==> src/rtl/piece_bag_rng.sv <==
// Tetromino source: a Fibonacci LFSR feeds a uniform or 7-bag sampler that fills
// a short FIFO, exposed as a head piece plus a preview window.
module piece_bag_rng #(
  parameter int                    LFSR_WIDTH    = 16,
  parameter logic [LFSR_WIDTH-1:0] TAPS          = 16'hB400,
  parameter logic [LFSR_WIDTH-1:0] SEED          = 16'hACE1,
  parameter int                    NUM_PIECES    = 7,
  parameter int                    PREVIEW_DEPTH = 3,
  parameter bit                    BAG_MODE      = 1'b1
) (
  input  logic                       clk,
  input  logic                       reset,
  input  logic                       seed_load,
  input  logic [LFSR_WIDTH-1:0]      seed_in,
  input  logic                       req,
  output logic [2:0]                 piece,
  output logic                       piece_valid,
  output logic [3*PREVIEW_DEPTH-1:0] preview,
  output logic [PREVIEW_DEPTH-1:0]   preview_valid,
  output logic [NUM_PIECES-1:0]      bag_mask
);

  localparam int              QD   = PREVIEW_DEPTH + 1;
  localparam int              CW   = $clog2(QD + 1);
  localparam logic [CW-1:0]   QD_C = CW'(QD);
  localparam logic [3:0]      NP_C = 4'(NUM_PIECES);

  typedef enum logic {FILL, FULL} fill_state_t;

  logic [LFSR_WIDTH-1:0] lfsr;
  logic [2:0]            q   [QD];
  logic [2:0]            q_n [QD];
  logic [QD-1:0]         valid, valid_n;
  logic [CW-1:0]         count, count_n, slot;
  logic [NUM_PIECES-1:0] mask_n, cleared;
  logic [2:0]            cand;
  logic                  feedback, cand_free, accept, pop, push;
  fill_state_t           state;

  assign state    = (count == QD_C) ? FULL : FILL;
  assign cand     = lfsr[LFSR_WIDTH-1 -: 3];
  assign feedback = ^(lfsr & TAPS);

  always_comb begin
    // NOTE: every variable is given a default before any branch, so no latch is inferred.
    cand_free = 1'b0;
    cleared   = bag_mask;
    for (int i = 0; i < NUM_PIECES; i++) begin
      if (cand == 3'(i)) begin
        cand_free  = bag_mask[i];
        cleared[i] = 1'b0;
      end
    end

    // Out-of-range codes are dropped rather than folded, keeping the draw unbiased.
    accept = ({1'b0, cand} < NP_C) && (!BAG_MODE || cand_free);
    pop    = req && valid[0];
    push   = accept && ((state == FILL) || pop);
    slot   = pop ? count - CW'(1) : count;

    for (int i = 0; i < QD; i++) q_n[i] = q[i];
    if (pop) begin
      for (int i = 0; i < QD - 1; i++) q_n[i] = q[i + 1];
      q_n[QD-1] = 3'd0;
    end
    if (push) begin
      for (int i = 0; i < QD; i++) begin
        if (slot == CW'(i)) q_n[i] = cand;
      end
    end

    count_n = count;
    if (push && !pop)      count_n = count + CW'(1);
    else if (pop && !push) count_n = count - CW'(1);

    for (int i = 0; i < QD; i++) valid_n[i] = (CW'(i) < count_n);

    // An emptied bag refills on the same edge, so the mask is never seen all-zero.
    mask_n = bag_mask;
    if (BAG_MODE && push) mask_n = (cleared == '0) ? '1 : cleared;
  end

  // NOTE: the queue slots are reset as well, because invalid entries must read 0.
  always_ff @(posedge clk or posedge reset) begin
    if (reset) begin
      lfsr     <= SEED;
      count    <= '0;
      valid    <= '0;
      bag_mask <= '1;
      for (int i = 0; i < QD; i++) q[i] <= 3'd0;
    end else if (seed_load) begin
      lfsr     <= (seed_in == '0) ? SEED : seed_in;
      count    <= '0;
      valid    <= '0;
      bag_mask <= '1;
      for (int i = 0; i < QD; i++) q[i] <= 3'd0;
    end else begin
      // NOTE: non-blocking updates, so every register samples pre-edge values.
      lfsr     <= {lfsr[LFSR_WIDTH-2:0], feedback};
      count    <= count_n;
      valid    <= valid_n;
      bag_mask <= mask_n;
      for (int i = 0; i < QD; i++) q[i] <= q_n[i];
    end
  end

  assign piece         = q[0];
  assign piece_valid   = valid[0];
  assign preview_valid = valid[QD-1:1];

  for (genvar k = 0; k < PREVIEW_DEPTH; k++) begin : g_preview
    assign preview[3*k +: 3] = q[k + 1];
  end

endmodule
==> config.mk <==
export PLATFORM = sky130hd
export DESIGN_NAME = piece_bag_rng
export DESIGN_NICKNAME = d
export VERILOG_FILES = /design/src/rtl/piece_bag_rng.sv
export SDC_FILE = /design/constraint.sdc
export NUM_CORES = 1
export LEC_CHECK = 0
export ABC_AREA = 0
export CAP_MARGIN = 20
export CORE_ASPECT_RATIO = 1.25
export CORE_MARGIN = 4
export CORE_UTILIZATION = 45
export DETAILED_ROUTE_END_ITERATION = 6
export PLACE_DENSITY = 0.68
export SYNTH_ARGS = -nofsm -noshare
export SYNTH_HDL_FRONTEND = slang
export SYNTH_SLANG_ARGS = --single-unit
==> constraint.sdc <==
create_clock -name clk -period 4 [get_ports clk]
set_clock_uncertainty 0.1 [all_clocks]
set_input_delay 0.6 -clock clk [delete_from_list [all_inputs] [get_ports clk]]
set_output_delay 0.6 -clock clk [all_outputs]
set_load 0.05 [all_outputs]
# After elaboration in Yosys (flattened, before gate mapping)
# Index checks and enable logic that the tools add are counted.
# op_classes
n_addsub	2
n_eq_ne	10
order_cmp	5
muxes	32
n_reduce_logical	14
bitwise_logic	1
# ops
operator	count
two-way mux 12 bit	3
two-way mux 16 bit	2
two-way mux 3 bit	8
two-way mux 7 bit	3
logical NOT 16 bit	1
XOR reduction 16 bit	1
two-way mux 1 bit	15
== test 3 x 2 -> 1 bit, second input constant	4
== test 3 bit, second input constant	4
logical NOT 7 bit	1
== test 3 x 1 -> 1 bit, second input constant	2
logical NOT 3 bit	2
< comparator 1 x 3 -> 1 bit, first input constant	2
< comparator 2 x 3 -> 1 bit, first input constant	2
logical AND 1 bit	5
two-way mux 4 bit	1
adder 3 x 1 -> 3 bit, second input constant	1
< comparator 3 bit, second input constant	1
subtractor 3 x 1 -> 3 bit, second input constant	1
logical NOT 1 bit	2
nonzero test 2 bit	1
logical OR 1 bit	1
NOT 1 bit	1
# totals
regBits	42
out_inout_bits	23

# Logic depth before layout (Yosys ltp)
# Gate-level depths: netlist of the first run.
# depth
word_depth	16
mapped_depth	7
ltp_nobuf	7

# Least setup slack after synthesis of the first run
# Ideal clock, no wire load.
# synth_timing
path_type	reg2reg
start	reg valid[0]
end	reg q (netlist bit preview[6])
path_slack_ns	1.541
t_required_ns	3.822
stages_incl_launch_ff	6
path_buffers	0
arrival_ns	2.281
path_cell_list	dfrtp_1 nand2_1 a222oi_1 o2111ai_1 or2_0 a21oi_1
# synth_via
elab_chain_cells	6
word_cells_on_any_way	9
classes_between	1 x eq/ne; 5 x mux; 3 x reduce/logical
# synth_rtl
item	line	rtl
start, declared	33	logic [QD-1:0] valid, valid_n;
start signal, assigned	101	valid <= valid_n;
logical AND 1 bit (*)	57	pop = req && valid[0];
two-way mux 3 bit	59	slot = pop ? count - CW'(1) : count;
== test 3 x 2 -> 1 bit	68	if (slot == CW'(i)) q_n[i] = cand;
two-way mux 3 bit	68	
two-way mux 12 bit (*)	66	if (push) begin
two-way mux 12 bit (*)	91	end else if (seed_load) begin
end, declared	31	logic [2:0] q [QD];
# Mark *: on every way between the ends. The rest lies on a longest branch, timed or not.
# A chain may end at the register's enable or synchronous reset.

# Final worst setup path of the first run
# layout_timing
start	reg count[0]
end	reg bag_mask[3]
# layout_via
elab_chain_cells	6
# layout_rtl
item	line	rtl
start, declared	34	logic [CW-1:0] count, count_n, slot;
start signal, assigned	100	count <= count_n;
== test 3 bit	40	assign state = (count == QD_C) ? FULL : FILL;
two-way mux 1 bit	40	
NOT 1 bit	58	push = accept && ((state == FILL) || pop);
logical OR 1 bit	58	
logical AND 1 bit	58	
nonzero test 2 bit (no source line)	-	
end signal, assigned	102	bag_mask <= mask_n;
end, declared	20	output logic [NUM_PIECES-1:0] bag_mask
# No other way between the ends.

==> results.ini, run 1 <==
[status]
status=complete, no violations

[drt]
vias=1838
drtAntennaViolNets=0
wl_um=5070
viasPerCell=5.66
drc_errors=0
drt_iter0_drc=132
drt_first_pass_iters=4
wl_per_cell_um=15.6

[worst_setup_path]
start_kind=flop
critPathTopFamily=compound AO/OA/AOI/OAI gates
cp_max_fo=8
worstPathCellList=inv_1 -> ha_1 -> and2_1 -> a222oi_1 -> nand2_1 -> a2111o_1 -> nand3_1
crit_path_top_delay_cell=a222oi_1
worstSetupPathType=reg2reg
critPathCaptureType=flop
worstPathRequired_ns=4.12
slowest_delay_ns=0.73
path_buf_inv=1
crit_arrival_ns=2.92

[logic_synthesis]
synth_cell_types=49
synthCells=224
syn-cell-area_um2=2190
synth_edf_count=0
synth_top_area_frac=0.297
synth_seq_area_share=0.477
syn_avg_cell_area_um2=9.78
synthesis.nets=247
ys_warn_count=0
synth_top_cell_by_area=dfrtp_1
ys.flop_type=dfrtp_1
async_flop_share=1.00
synth_area_leaders=dfrtp_1 (30%), dfstp_2 (18%), nand2_1 (4.3%)
ys_ff_latch=41

[hold_path]
hp-class=reg2reg

[run]
max_cap_viol_count=0

[global_routing]
grt.total_usage=0.179
antenna_found_initial=0
grt_pass1_vias=1854
grt_max_degree=30
grt_pass1_wl_um=8660
overflow=0

[clock_network]
cts_tree=yes
clk-insertion-delay-late_ns=0.29
cts_setup_buffers=0
cts-root-buf=clkbuf_8
numCtsBuffers=5
cts_resized=0
hold_buffers=0
clockBufferDepth=2
cts.htree.levels=2
clk_pin_slew_ns=0.08
clkSinkCount=41

[sta]
hold_viol_final=0
drv_slew=0
grt_setup_unrepaired=no
fin_crit_sh=0.701
fin_setup_tns_ns=0
timing.final.crit_period_ns=2.80
worst_slew_pin_slew_ns=0.824
setup_violations=0
slew_headroom=0.451
whs_ns=0.383
max_clock_freq_mhz=357

[cells_and_area]
layout_commonest_cell=clkdlybuf4s50_1
antenna_cells=0
drive_gt1_frac=0.140
syn2layout_area_growth_pct=25.4
final_core_util=0.581
fin_nets=287
fillCellCount=448
final_cell_mix=clkdlybuf4s50_1 (42), dfrtp_1 (26), nand2_1 (25)

[floorplan]
io_pins=43
initial_utilization=0.463
die_height_um=86.0
die_w_um=70.4
rows=28
dieArea_um2=6060
coreArea_um2=4730

[power_and_ir_drop]
peakVddDrop_uv=301
cellLeakagePower_nw=1.12
total_power_mw=1.58
powerDensity_nw_per_um2=575

[placed_design]
place_hpwl_um=3670
place_congestion=0.829
io_buffers=42

## cells in the mapped netlist (all sizes together), types with 2 or more instances
cell,n
a21o,4
a21oi,12
a311oi,9
and2,3
buf,4
clkbuf,8
dfrtp,26
dfstp,15
ha,3
inv,13
mux2,8
mux2i,4
nand2,25
nand2b,2
nand3,11
nand4,2
nand4b,2
nor2,20
nor2b,2
nor4,4
o2111ai,4
o21ai,6
o22a,7
o2bb2ai,3
o31ai,4
or2,4
## report_power, final
| group | switching, mW | total, mW | internal [mW] |
|---|---|---|---|
| registers | 0.0888 | 0.597 | 0.508 |
| clock network | 0.136 | 0.277 | 0.141 |
| logic | 0.444 | 0.707 | 0.263 |
## state kept, by name (all words and copies together), names as in the netlist
| name | flops |
|---|---|
| bag_mask | 7 |
| count | 3 |
| lfsr | 16 |
| piece | 3 |
| preview | 9 |
| valid | 3 |
## per-layer routing
| layer | track usage | vias to the layer above | wire length [µm] |
|---|---|---|---|
| met3 | 0.0363 | 2 | 224 |
| met5 | 0 | - | 0 |
| met2 | 0.317 | 47 | 2610 |
| met4 | 0.0645 | 0 | 38 |
| met1 | 0.214 | 890 | 2190 |
| li1 | - | 899 | - |
## logic make-up (layout without fill, tap and decap cells)
logic type / count (synthesis) / in the layout / synth area share
AND/OR/NAND/NOR: 81 / 81 / 0.179
AO/OA/AOI/OAI: 59 / 59 / 0.203
flip-flops: 41 / 41 / 0.477
buffers and inverters: 25 / 66 / 0.0457
multiplexers: 13 / 13 / 0.0697
adder cells (fa/ha/maj): 3 / 3 / 0.0171
XOR/XNOR: 2 / 2 / 0.00800
## path summary, 6_finish.rpt
path                                from           to  slack [ns]  depth (start not counted)
worst max-delay path            count[0]  bag_mask[3]        1.20                          7
worst min-delay path             lfsr[4]      lfsr[5]        0.38                          1
worst max register to register  count[0]  bag_mask[3]        1.20                          7
worst min register to register   lfsr[4]      lfsr[5]        0.38                          1
max in group asynchronous          reset  bag_mask[4]        2.38                          3
min in group asynchronous          reset   preview[2]        0.60                          2
## stage by stage
| step | setup WS, ns | cell area [µm²] | cells |
|---|---|---|---|
| after floorplan | 1.54 | 2190 | 224 |
| after global placement | 0.991 | 2660 | 317 |
| after detailed placement | 0.951 | 2660 | 317 |
| after CTS | 1.18 | 2750 | 325 |
| after global routing | 0.820 | 2750 | 325 |
| final | 1.20 | 2750 | 325 |
## layout make-up
| type | instances | area, µm² | share of cell area |
|---|---|---|---|
| multi-input cells | 158 | 1050 | 0.381 |
| flip-flops and latches | 41 | 1040 | 0.380 |
| repair buffers | 45 | 443 | 0.161 |
| clock buffers | 8 | 90.1 | 0.0328 |
| well taps | 60 | 75.1 | 0.0273 |
| inverters | 13 | 48.8 | 0.0178 |
Note: power is estimated with default switching activity, not from simulation.
==> inputs of run 2 (changes only) <==
Clock period 4 ns to 2.7 ns, I/O delays scaled along.
==> run 2 against run 1 <==
Net effect: utilization increased by 0.82 points; sequential power increased by 47%; clock-buffer cell count unchanged; worst setup slack got worse by 0.88 ns; largest cell class is now registers.
==> results.ini, run 2 (synthesis gave the netlist of run 1 again) <==
[clock_network]
clk_pin_slew_ns=0.08
cts_setup_buffers=0
cts_resized=0
cts-root-buf=clkbuf_8
clkSinkCount=41
numCtsBuffers=5
clk-insertion-delay-late_ns=0.29
cts.htree.levels=2
hold_buffers=0
cts_tree=yes
clockBufferDepth=2

[global_routing]
grt_max_degree=42
grt_pass1_vias=1775
antenna_found_initial=0
overflow=0
grt_pass1_wl_um=8420
grt.total_usage=0.173

[sta]
grt_setup_unrepaired=no
fin_setup_tns_ns=0
hold_viol_final=0
drv_slew=0
max_clock_freq_mhz=420
layout_setup_ws_ns=0.320
setup_violations=0
timing.final.crit_period_ns=2.38
worst_slew_pin_slew_ns=0.605
fin_crit_sh=0.881
slew_headroom=0.596

[placed_design]
preCtsSetupSlack_ns=0.226
io_buffers=42
place_congestion=0.857
dp_cells=322
place_hpwl_um=3600

[floorplan]
initial_utilization=0.463
coreArea_um2=4730
die_height_um=86.0
dieArea_um2=6060
io_pins=43
die_w_um=70.4
rows=28

[worst_setup_path]
r2r_end=preview[0]
cp_max_fo=8
critPathTopFamily=compound AO/OA/AOI/OAI gates
r2r_start=count[0]
critPathCaptureType=flop
crit_cells=6
path_buf_inv=1
worstSetupPathType=reg2reg
worstPathRequired_ns=2.79
crit_path_top_delay_cell=or4bb_1
endpoint=preview[0]
start_kind=flop
crit_arrival_ns=2.47
crit_start=count[0]
worstPathCellList=inv_1 -> ha_1 -> or4bb_1 -> a21oi_1 -> o2111ai_1 -> a311oi_1
slowest_delay_ns=0.47
rrSetupSlack_ns=0.32
reg2regPathDepth=6

[hold_path]
hp-class=reg2reg
hp-start=lfsr[9]

[cells_and_area]
drive_gt1_frac=0.159
seqCellArea_um2=1050
antenna_cells=0
multi_input_area_um2=1050
syn2layout_area_growth_pct=27.2
fillCellCount=437
final_cells=330
final_cell_mix=clkdlybuf4s50_1 (42), nand2_1 (25), dfrtp_1 (25)
largest_reg_flops=16
fin_nets=292
regMostFlops=lfsr
layout_commonest_cell=clkdlybuf4s50_1

[drt]
viasPerCell=5.68
vias=1876
wl_um=4990
drtAntennaViolNets=0
drt_first_pass_iters=4
wl_per_cell_um=15.1
drc_errors=0
drt_iter0_drc=100

[power_and_ir_drop]
powerDensity_nw_per_um2=849
cellLeakagePower_nw=1.14
peakVddDrop_uv=442
total_power_mw=2.37

[run]
max_cap_viol_count=0

[status]
status=complete, no violations

run 2: power by group:
| part | internal, mW | switching [mW] |
|---|---|---|
| Clock | 0.209 | 0.203 |
| Combinational | 0.403 | 0.673 |
| Sequential | 0.754 | 0.125 |
run 2: how the worst min path moves through the flow:
stage / end / slack (ns) / cells past startpoint
3_3_place_gp: lfsr[10] / 0.36 / 1
4_1_cts: lfsr[10] / 0.38 / 1
5_1_grt: lfsr[10] / 0.40 / 1
6_report: lfsr[10] / 0.37 / 1
3_5_place_dp: lfsr[10] / 0.36 / 1
2_1_floorplan: lfsr[9] / 0.33 / 1
run 2: per-layer routing:
layer / part of all wire / up-vias / track usage
met1: 0.44 / 924 / 0.217
met4: 0.013 / 0 / 0.0557
li1: - / 907 / -
met2: 0.51 / 37 / 0.296
met5: 0 / - / 0
met3: 0.036 / 8 / 0.0363
run 2: area by class of cell:
| cell class | instances | share of cell area |
|---|---|---|
| Timing Repair Buffer | 50 | 0.172 |
| Tap cell | 60 | 0.0269 |
| Sequential cell | 41 | 0.375 |
| Multi-Input combinational cell | 158 | 0.375 |
| Clock buffer | 8 | 0.0323 |
| Inverter | 13 | 0.0175 |
run 2: through the flow:
stage	util	cell area (µm²)	hold WS, ns
floorplan	-	2190	0.331
finish	0.589	2790	0.375
global placement	0.570	2700	0.355
detailed placement	0.570	2700	0.363
global route	0.589	2790	0.401
CTS	0.589	2790	0.380
run 2: worst reg2reg max path, cell delays in order, from the launching register on:
cell	delay [ns]
dfrtp_2	0.45
inv_1	0.12
ha_1	0.25
or4bb_1	0.47
a21oi_1	0.21
o2111ai_1	0.35
a311oi_1	0.33
